[config.mk]
export PLATFORM = sky130hd
export DESIGN_NAME = trigger_readout_scheduler
export DESIGN_NICKNAME = d
export VERILOG_FILES = /design/src/rtl/trigger_readout_scheduler.sv
export SDC_FILE = /design/constraint.sdc
export NUM_CORES = 1
export LEC_CHECK = 0
export CORE_MARGIN = 2
export CORE_UTILIZATION = 55
export CTS_BUF_LIST = sky130_fd_sc_hd__clkbuf_8
export DETAILED_ROUTE_END_ITERATION = 10
export GPL_ROUTABILITY_DRIVEN = 0
export GPL_TIMING_DRIVEN = 1
export PLACE_DENSITY = 0.78
export SLEW_MARGIN = 10
export SYNTH_ARGS = -nofsm -noshare
export SYNTH_HDL_FRONTEND = slang
export SYNTH_SLANG_ARGS = --single-unit
[constraint.sdc]
create_clock -name clk_i -period 2.2 [get_ports clk_i]
set_input_delay 0.22 -clock clk_i [delete_from_list [all_inputs] [get_ports clk_i]]
set_output_delay 0.22 -clock clk_i [all_outputs]
set_load 0.02 [all_outputs]
[src/rtl/trigger_readout_scheduler.sv]
// Trigger readout scheduler: holdoff-window trigger accumulation, event numbering and a readout FIFO.
// Optional build macro DEADTIME_COUNTER_EN adds the saturating deadtime_o veto-cycle counter.
module trigger_readout_scheduler #(
    parameter int unsigned NUM_TRIGGERS   = 4,
    parameter int unsigned DEPTH_LOG2     = 2,
    parameter int unsigned HOLDOFF_CYCLES = 16,
    parameter int unsigned EVNUM_WIDTH    = 16
) (
    input  logic                    clk_i,
    input  logic                    rst_i,
    input  logic                    enable_i,
    input  logic                    event_flag_i,
    input  logic [NUM_TRIGGERS-1:0] trig_flag_i,
    output logic                    rd_valid_o,
    input  logic                    rd_ready_i,
    output logic [EVNUM_WIDTH-1:0]  rd_evnum_o,
    output logic [NUM_TRIGGERS-1:0] rd_trig_o,
    output logic                    veto_o,
    output logic [15:0]             dropped_o
`ifdef DEADTIME_COUNTER_EN
    ,
    output logic [31:0]             deadtime_o
`endif
);

    localparam int unsigned DEPTH   = 1 << DEPTH_LOG2;
    localparam int unsigned CNT_W   = DEPTH_LOG2 + 1;
    localparam int unsigned HCNT_W  = (HOLDOFF_CYCLES > 1) ? $clog2(HOLDOFF_CYCLES) : 1;
    localparam int unsigned ENTRY_W = EVNUM_WIDTH + NUM_TRIGGERS;

    typedef enum logic {
        ST_IDLE    = 1'b0,
        ST_HOLDOFF = 1'b1
    } state_e;

    state_e                  state_q, state_d;
    logic [HCNT_W-1:0]       hcnt_q, hcnt_d;
    logic [NUM_TRIGGERS-1:0] pattern_q, pattern_d;
    logic [EVNUM_WIDTH-1:0]  evnum_q;
    logic                    push_c;
    logic                    drop_c;
    logic [NUM_TRIGGERS-1:0] push_trig_c;
    logic [ENTRY_W-1:0]      push_data_c;

    logic [ENTRY_W-1:0]      mem_q [DEPTH];
    logic [DEPTH_LOG2-1:0]   wr_ptr_q, rd_ptr_q, rd_ptr_d;
    logic [CNT_W-1:0]        count_q, count_d;
    logic [CNT_W-1:0]        slots_c;
    logic                    full_c;
    logic                    pop_c;
    logic [ENTRY_W-1:0]      head_d;

    // The in-flight event holds a reserved slot so its push can never overflow.
    assign slots_c     = count_q + CNT_W'(state_q == ST_HOLDOFF);
    assign full_c      = (slots_c == CNT_W'(DEPTH));
    assign veto_o      = (state_q == ST_HOLDOFF) | full_c | ~enable_i;
    assign pop_c       = rd_valid_o & rd_ready_i;
    assign push_trig_c = pattern_q | trig_flag_i;
    assign push_data_c = {evnum_q, push_trig_c};

    // Event acceptance and holdoff sequencing.
    always_comb begin
        state_d   = state_q;
        hcnt_d    = hcnt_q;
        pattern_d = pattern_q;
        push_c    = 1'b0;
        drop_c    = 1'b0;
        case (state_q)
            ST_IDLE: begin
                if (event_flag_i && enable_i) begin
                    if (full_c) begin
                        drop_c = 1'b1;
                    end else begin
                        pattern_d = trig_flag_i;
                        hcnt_d    = HCNT_W'(HOLDOFF_CYCLES - 1);
                        state_d   = ST_HOLDOFF;
                    end
                end
            end
            ST_HOLDOFF: begin
                pattern_d = push_trig_c;
                drop_c    = event_flag_i;
                if (hcnt_q == '0) begin
                    push_c  = 1'b1;
                    state_d = ST_IDLE;
                end else begin
                    hcnt_d = hcnt_q - HCNT_W'(1);
                end
            end
        endcase
    end

    // Queue occupancy and next head, bypassing a push that lands straight at the head.
    always_comb begin
        count_d  = count_q;
        rd_ptr_d = rd_ptr_q;
        if (pop_c) begin
            rd_ptr_d = rd_ptr_q + DEPTH_LOG2'(1);
        end
        case ({push_c, pop_c})
            2'b10:   count_d = count_q + CNT_W'(1);
            2'b01:   count_d = count_q - CNT_W'(1);
            default: count_d = count_q;
        endcase
        head_d = mem_q[rd_ptr_d];
        if (push_c && (wr_ptr_q == rd_ptr_d)) begin
            head_d = push_data_c;
        end
    end

    always_ff @(posedge clk_i) begin
        if (rst_i) begin
            state_q    <= ST_IDLE;
            hcnt_q     <= '0;
            pattern_q  <= '0;
            evnum_q    <= '0;
            wr_ptr_q   <= '0;
            rd_ptr_q   <= '0;
            count_q    <= '0;
            rd_valid_o <= 1'b0;
            rd_evnum_o <= '0;
            rd_trig_o  <= '0;
            dropped_o  <= '0;
        end else begin
            state_q   <= state_d;
            hcnt_q    <= hcnt_d;
            pattern_q <= pattern_d;
            if (push_c) begin
                wr_ptr_q <= wr_ptr_q + DEPTH_LOG2'(1);
                evnum_q  <= evnum_q + EVNUM_WIDTH'(1);
            end
            rd_ptr_q                <= rd_ptr_d;
            count_q                 <= count_d;
            rd_valid_o              <= (count_d != '0);
            {rd_evnum_o, rd_trig_o} <= head_d;
            if (drop_c && (dropped_o != 16'hFFFF)) begin
                dropped_o <= dropped_o + 16'd1;
            end
        end
    end

    // Storage needs no reset; occupancy and pointers qualify its contents.
    always_ff @(posedge clk_i) begin
        if (push_c) begin
            mem_q[wr_ptr_q] <= push_data_c;
        end
    end

`ifdef DEADTIME_COUNTER_EN
    always_ff @(posedge clk_i) begin
        if (rst_i) begin
            deadtime_o <= '0;
        end else if (enable_i && veto_o && (deadtime_o != 32'hFFFF_FFFF)) begin
            deadtime_o <= deadtime_o + 32'd1;
        end
    end
`endif

endmodule
==> metrics.txt, run 1 <==
Top-Level Pins 47; drt first pass iters 5; final hold viol count 0; CP max stage delay 0.36 ns; antenna viol nets, final 0; cts bufs inserted 17; drt initial violations 233; Worst-Margin Slew 0.492 ns; register share of total power 0.521; via count 4244; fin worst setup slack -0.00611 ns; Synth async-reset ratio 0; Data arrival, critical path 2.54 ns; CP Max Fanout 4; Area growth syn-to-layout 19.4%; unrepaired setup endpoints after global routing yes; Final Cycle Share 1.00; DP HPWL 8740 um; DIE WIDTH 113 um; Post-Route Skew 0.00976 ns; # DRC 0; PD cells 762 mW/mm^2; final WL 13300 um; Core Box Area 0.0116 mm^2; CP Launch Type flip-flop; Pwr Total 0.00598 W; routed wl met2 6940 um; nets 580; dominant cell type by area after synthesis edfxtp_1; Starting Density 0.569; CP Class reg2reg; Internal 0.00447 W; # H-tree levels 4; Global Route Usage Sum 0.223; TritonCTS clock tree yes; Final Setup Violations 2; post-layout minimum cycle time 2.21 ns; Hold WS 0.419 ns; Root Buffer clkbuf_8; placed inst area 0.00742 mm^2; largest net degree at the start of global routing 28; Yosys cell types 48; Seq/Total Area, Yosys 0.575; post-synthesis net count 506; Critical Path, Cell by Cell ha_4 -> ha_4 -> xnor2_4 -> o41a_4 -> or3_4 -> buf_12 -> o31ai_1 -> a21oi_2; Peak VDD IR 0.000372 V; yosys warns 0; initial antenna violation count 0; Port Buffer Count 46; CP dominant cell by count ha_4; share of cells above drive strength 1 0.233; first-pass GRT wire length 21800 um; fin. max-slew vios 0; die area 0.0129 mm^2; Inserted Diodes 0; vias in the first global route 4415; highest metal used met4; register bit count reported by yosys 149; Slew headroom 0.672; grt total ovfl 0; slowest CP cell o41a_4; Worst-path clk slew 0.08 ns; number of flops mapped to enable cells by yosys 80; metal3 WL 727 um; logic gate share of total power 0.171; M1 wire length 5280 um; Synth Area per Inst 13.6 um^2; Mapped Area 0.00658 mm^2; failing checks negative setup slack; die height 113 um; critical path's top delay family compound AO/OA/AOI/OAI gates; clk_lat worst skew 0.45 ns; status complete, but fails checks; routed vias/inst 5.94; CP Capture Type flip-flop; max-cap violations 0; worst path required time 2.53 ns; CP bufs+invs 1; clock share of power 0.308; Top FF cell, synth edfxtp_1; Post-Syn Instances 485; post-route cell area 0.00786 mm^2; Hold WC Path Type in2reg; ranking of synthesized cells by area edfxtp_1 (37%), dfxtp_1 (21%), mux4_2 (14%); post-synth top area share 0.365; FMAX 453 MHz; clk buf depth 2; Rows 39; Net Sw Power 0.00152 W; CTS Sinks 149; Sw Share 0.253; Static Leak 2.64 nW; Avg WL per Cell 18.6 um
flip-flops by register name, indices dropped and copies added (netlist names):
signal / count
count_q: 3
dropped_o: 16
evnum_q: 16
hcnt_q: 4
mem_q: 80
pattern_q: 4
rd_evnum_o: 16
rd_ptr_q: 2
rd_trig_o: 4
rd_valid_o: 1
state_q: 1
wr_ptr_q: 2
synth_stat cells (all sizes together) (2+ instances only):
| master | number |
|---|---|
| and3 | 3 |
| xnor2 | 9 |
| edfxtp | 80 |
| nand3 | 13 |
| buf | 11 |
| or3 | 10 |
| xor2 | 15 |
| nor3 | 8 |
| inv | 10 |
| mux2i | 20 |
| and2 | 5 |
| clkbuf | 16 |
| a31o | 2 |
| nor4b | 2 |
| and4 | 5 |
| ha | 11 |
| nand2 | 25 |
| mux4 | 40 |
| nor2b | 2 |
| nand4 | 9 |
| a22oi | 4 |
| o2bb2ai | 19 |
| a21oi | 21 |
| o21ai | 10 |
| dfxtp | 69 |
| mux2 | 3 |
| nor2 | 40 |
| or2 | 6 |
power groups by stage:
| stage | clock, W | combinational, W | sequential (W) |
|---|---|---|---|
| after floorplan | 0 | 0.000586 | 0.00324 |
| after detailed placement | 0 | 0.00101 | 0.00317 |
| after global placement | 0 | 0.000984 | 0.00317 |
| after global routing | 0.00199 | 0.00111 | 0.00313 |
| final | 0.00184 | 0.00102 | 0.00312 |
| after CTS | 0.00188 | 0.00102 | 0.00312 |
per-stage QoR:
stage          instances  worst slack [ns]  setup TNS, ns  utilization
6_report             715          -0.00611       -0.00831        0.679
2_1_floorplan        485            -0.102         -0.134            -
3_5_place_dp         679            -0.163         -0.391        0.641
5_1_grt              715            -0.107         -0.212        0.679
4_1_cts              713           -0.0437        -0.0915        0.676
3_3_place_gp         679            -0.141         -0.232        0.641
final cells by class:
type,count,area (um^2)
Inverter,11,41.3
Tap cell,143,179
Clock buffer,19,262
Timing Repair Buffer,82,773
Sequential cell,149,3790
Fill cell,796,3710
Clock inverter,13,78.8
Multi-Input combinational cell,298,2730
cell families (layout without fill, tap and decap cells):
| kind of cell | after synthesis | in the layout | synth area share |
|---|---|---|---|
| flops | 149 | 149 | 0.575 |
| xor+xnor | 24 | 24 | 0.0319 |
| mux | 63 | 63 | 0.172 |
| buf+inv | 38 | 125 | 0.0222 |
| simple gates | 134 | 134 | 0.105 |
| fa+ha+maj | 12 | 12 | 0.0240 |
| compound gates | 65 | 65 | 0.0694 |
worst register-to-register path: cells and delay by family, from the launching register on:
kind,cells,cell delay [ns]
flip-flops,1,0.34
AO/OA/AOI/OAI,3,0.78
buffers and inverters,1,0.14
AND/OR/NAND/NOR,1,0.36
XOR/XNOR,1,0.14
adder cells (fa/ha/maj),2,0.33
repair_timing:
item | in CTS | in global routing
resized for setup | 8 | 11
endpoints found under the hold margin | 1 | 0
pin swaps | 5 | 5
hold buffers | 1 | 0
buffers inserted | 1 | 2
setup endpoints to repair | 5 | 6
worst paths after layout:
| path | start | to | slack (ns) | cells after the start |
|---|---|---|---|---|
| min | trig_flag_i[2] | pattern_q[2] | 0.42 | 3 |
| max reg2reg | count_q[0] | dropped_o[15] | -0.006 | 8 |
| max | count_q[0] | dropped_o[15] | -0.006 | 8 |
| min reg2reg | hcnt_q[1] | hcnt_q[1] | 0.49 | 2 |
cell usage in the layout, fill, tap and decap left out, types with 3 or more instances in the layout:
master           instances
a22oi_1                  4
xor2_1                  15
o21ai_0                 10
nor3_1                   6
ha_1                     7
clkdlybuf4s50_1         44
edfxtp_1                80
nand2_1                 25
nand3_1                 13
and2_1                   5
or3_1                    8
dfxtp_2                  5
o2bb2ai_1               19
a21oi_1                 19
inv_1                   16
and3_1                   3
nand4_1                  9
nor2_1                  40
clkinv_1                 3
mux4_2                  40
and4_1                   5
dfxtp_1                 64
clkinv_2                 3
mux2i_1                 20
xnor2_1                  8
clkbuf_8                19
or2_2                    6
buf_4                   31
buf_12                   4
metal layers:
metal	vias to the layer above	global-route usage
li1	2000	-
met5	-	0
met2	124	0.386
met1	2084	0.261
met3	36	0.0584
met4	0	0.104
Power figures use the tool's default switching activity.
==> run 2, diff against run 1 <==
CORE_UTILIZATION = 45   (was 55)
PLACE_DENSITY = 0.66   (was 0.78)
==> run 2 against run 1 <==
The run now ends clean. Sequential cell count did not move. Die area rose by 21%. Non-clock buffer count rose by 4. First-iteration DRC count fell by 9.0%. Setup slack improved by 0.014 ns. Fmax rose by 0.64%. Wire length rose by 2.6%. Power rose by 2.3%. Cell count rose by 6.3%. Critical path type unchanged.
==> metrics.txt, run 2 (synthesis gave the netlist of run 1 again) <==
status finished, final reports clean (was complete, but fails checks); Worst-Margin Slew 0.464 ns (was 0.492 ns); antenna viol nets, final 0 (unchanged); vias in the first global route 4479 (was 4415); Starting Density 0.456 (was 0.569); commonest cells after routing, fill and taps aside edfxtp_1 (80), dfxtp_1 (64), clkdlybuf4s50_1 (44), nor2_1 (40), mux4_2 (40) (unchanged); CP Launch Type flip-flop (unchanged); most flop-heavy register mem_q (unchanged); RR Endpoint dropped_o[15] (unchanged); routed vias/inst 5.61 (was 5.94); clk_lat worst skew 0.45 ns (about the same); DP HPWL 9100 um (was 8740 um); Inserted Diodes 0 (unchanged); Top-Level Pins 47 (unchanged); Post-CTS Setup Inserts 0 (was 1); clk buf depth 2 (unchanged); Final Setup Violations 0 (was 2); CP Capture Type flip-flop (unchanged); drt initial violations 212 (was 233); CP Max Fanout 5 (was 4); Core Box Area 0.0144 mm^2 (was 0.0116 mm^2); DIE WIDTH 125 um (was 113 um); Static Leak 2.61 nW (was 2.64 nW); share of cells above drive strength 1 0.253 (was 0.233); Net Sw Power 0.00174 W (was 0.00152 W); initial antenna violation count 1 (was 0); Area growth syn-to-layout 20.5% (was 19.4%); # DRC 0 (unchanged); Sw Share 0.284 (was 0.253); most common cell after layout, fill and taps aside edfxtp_1 (unchanged); R2R cell count 6 (was 8); cts bufs inserted 17 (unchanged); unrepaired setup endpoints after global routing yes (unchanged); via count 4265 (was 4244); max-cap violations 0 (unchanged); largest net degree at the start of global routing 36 (was 28); drt first pass iters 4 (was 5); final WL 13600 um (was 13300 um); Global Route Usage Sum 0.187 (was 0.223); Hold WS 0.156 ns (was 0.419 ns); logic gate share of total power 0.169 (was 0.171); Critical Path Start state_q (was count_q[0]); fin. max-slew vios 0 (unchanged); Hold WC Path Type in2reg (unchanged); CP Class reg2reg (unchanged); TritonCTS clock tree yes (unchanged); CTS Sinks 149 (unchanged); Port Buffer Count 46 (unchanged); FMAX 456 MHz (was 453 MHz); first-pass GRT wire length 22700 um (was 21800 um); Root Buffer clkbuf_8 (unchanged); PD cells 772 mW/mm^2 (was 762 mW/mm^2); Post-Route Skew 0.00847 ns (was 0.00976 ns); die area 0.0156 mm^2 (was 0.0129 mm^2); Internal 0.00439 W (was 0.00447 W); nets 584 (was 580); Rows 44 (was 39); Avg WL per Cell 17.9 um (was 18.6 um); worst path required time 2.59 ns (was 2.53 ns); Slew headroom 0.690 (was 0.672); clock share of power 0.323 (was 0.308); Worst-path clk slew 0.09 ns (was 0.08 ns); post-layout minimum cycle time 2.19 ns (was 2.21 ns); die height 125 um (was 113 um); register share of total power 0.508 (was 0.521); setup TNS 0 ns (was -0.00831 ns); CP endpoint dropped_o[15] (unchanged); R2R Setup Slk 0.008 ns (was -0.006 ns); final hold viol count 0 (unchanged); grt total ovfl 0 (unchanged); Data arrival, critical path 2.58 ns (was 2.54 ns); Final Cycle Share 0.996 (was 1.00); Peak VDD IR 0.000453 V (was 0.000372 V); Largest register FFs 80 (unchanged); # H-tree levels 4 (unchanged); RR Startpoint state_q (was count_q[0])
==> run 2: power by group through the flow <==
stage / combinational, W / clock [W] / sequential, W
finish: 0.00103 / 0.00198 / 0.00311
global route: 0.00112 / 0.00213 / 0.00313
CTS: 0.00104 / 0.00203 / 0.00311
detailed placement: 0.00103 / 0 / 0.00317
global placement: 0.00101 / 0 / 0.00316
floorplan: 0.000586 / 0 / 0.00324
==> run 2: layout make-up <==
| class | count | area [um^2] |
|---|---|---|
| Fill cell | 1218 | 6490 |
| Sequential cell | 149 | 3790 |
| Multi-Input combinational cell | 298 | 2720 |
| Timing Repair Buffer | 86 | 776 |
| Clock buffer | 17 | 234 |
| Tap cell | 184 | 230 |
| Clock inverter | 15 | 135 |
| Inverter | 11 | 41.3 |
==> run 2: through the flow <==
stage,power (W),worst slack (ns),std cells,cell area (um^2),util
global placement,0.00418,-0.138,728,7510,0.521
finish,0.00612,0.00802,760,7930,0.550
CTS,0.00619,-0.0110,760,7900,0.548
global route,0.00638,-0.0430,760,7930,0.550
detailed placement,0.00420,-0.178,728,7510,0.521
floorplan,0.00383,-0.102,485,6610,-
==> run 2: worst min path at each step <==
stage,from,endpoint,cells past startpoint
5_1_grt,rst_i,evnum_q[10],2
6_report,rst_i,evnum_q[10],2
3_3_place_gp,hcnt_q[1],hcnt_q[1],2
2_1_floorplan,trig_flag_i[0],pattern_q[0],2
3_5_place_dp,pattern_q[2],pattern_q[2],2
4_1_cts,rst_i,evnum_q[11],2
==> run 2: critical path, cell delays in order (launching register included) <==
cell and delay [ns]:
dfxtp_2 0.35, ha_4 0.16, ha_4 0.23, o41a_4 0.42
or3_4 0.37, or4_4 0.49, a21oi_2 0.12
==> run 2: what timing repair did <==
item	4_1_cts	5_1_grt
endpoints found under the setup margin	4	11
gates resized for setup	7	10
pin swaps	4	4
hold buffers	0	0
==> run 2: routing by layer <==
layer	track usage	routed length, um	vias up
met3	0.0541	622	17
met4	0.0647	195	2
met5	0	16	-
met1	0.230	5890	2156
met2	0.318	6900	80
li1	-	-	2010
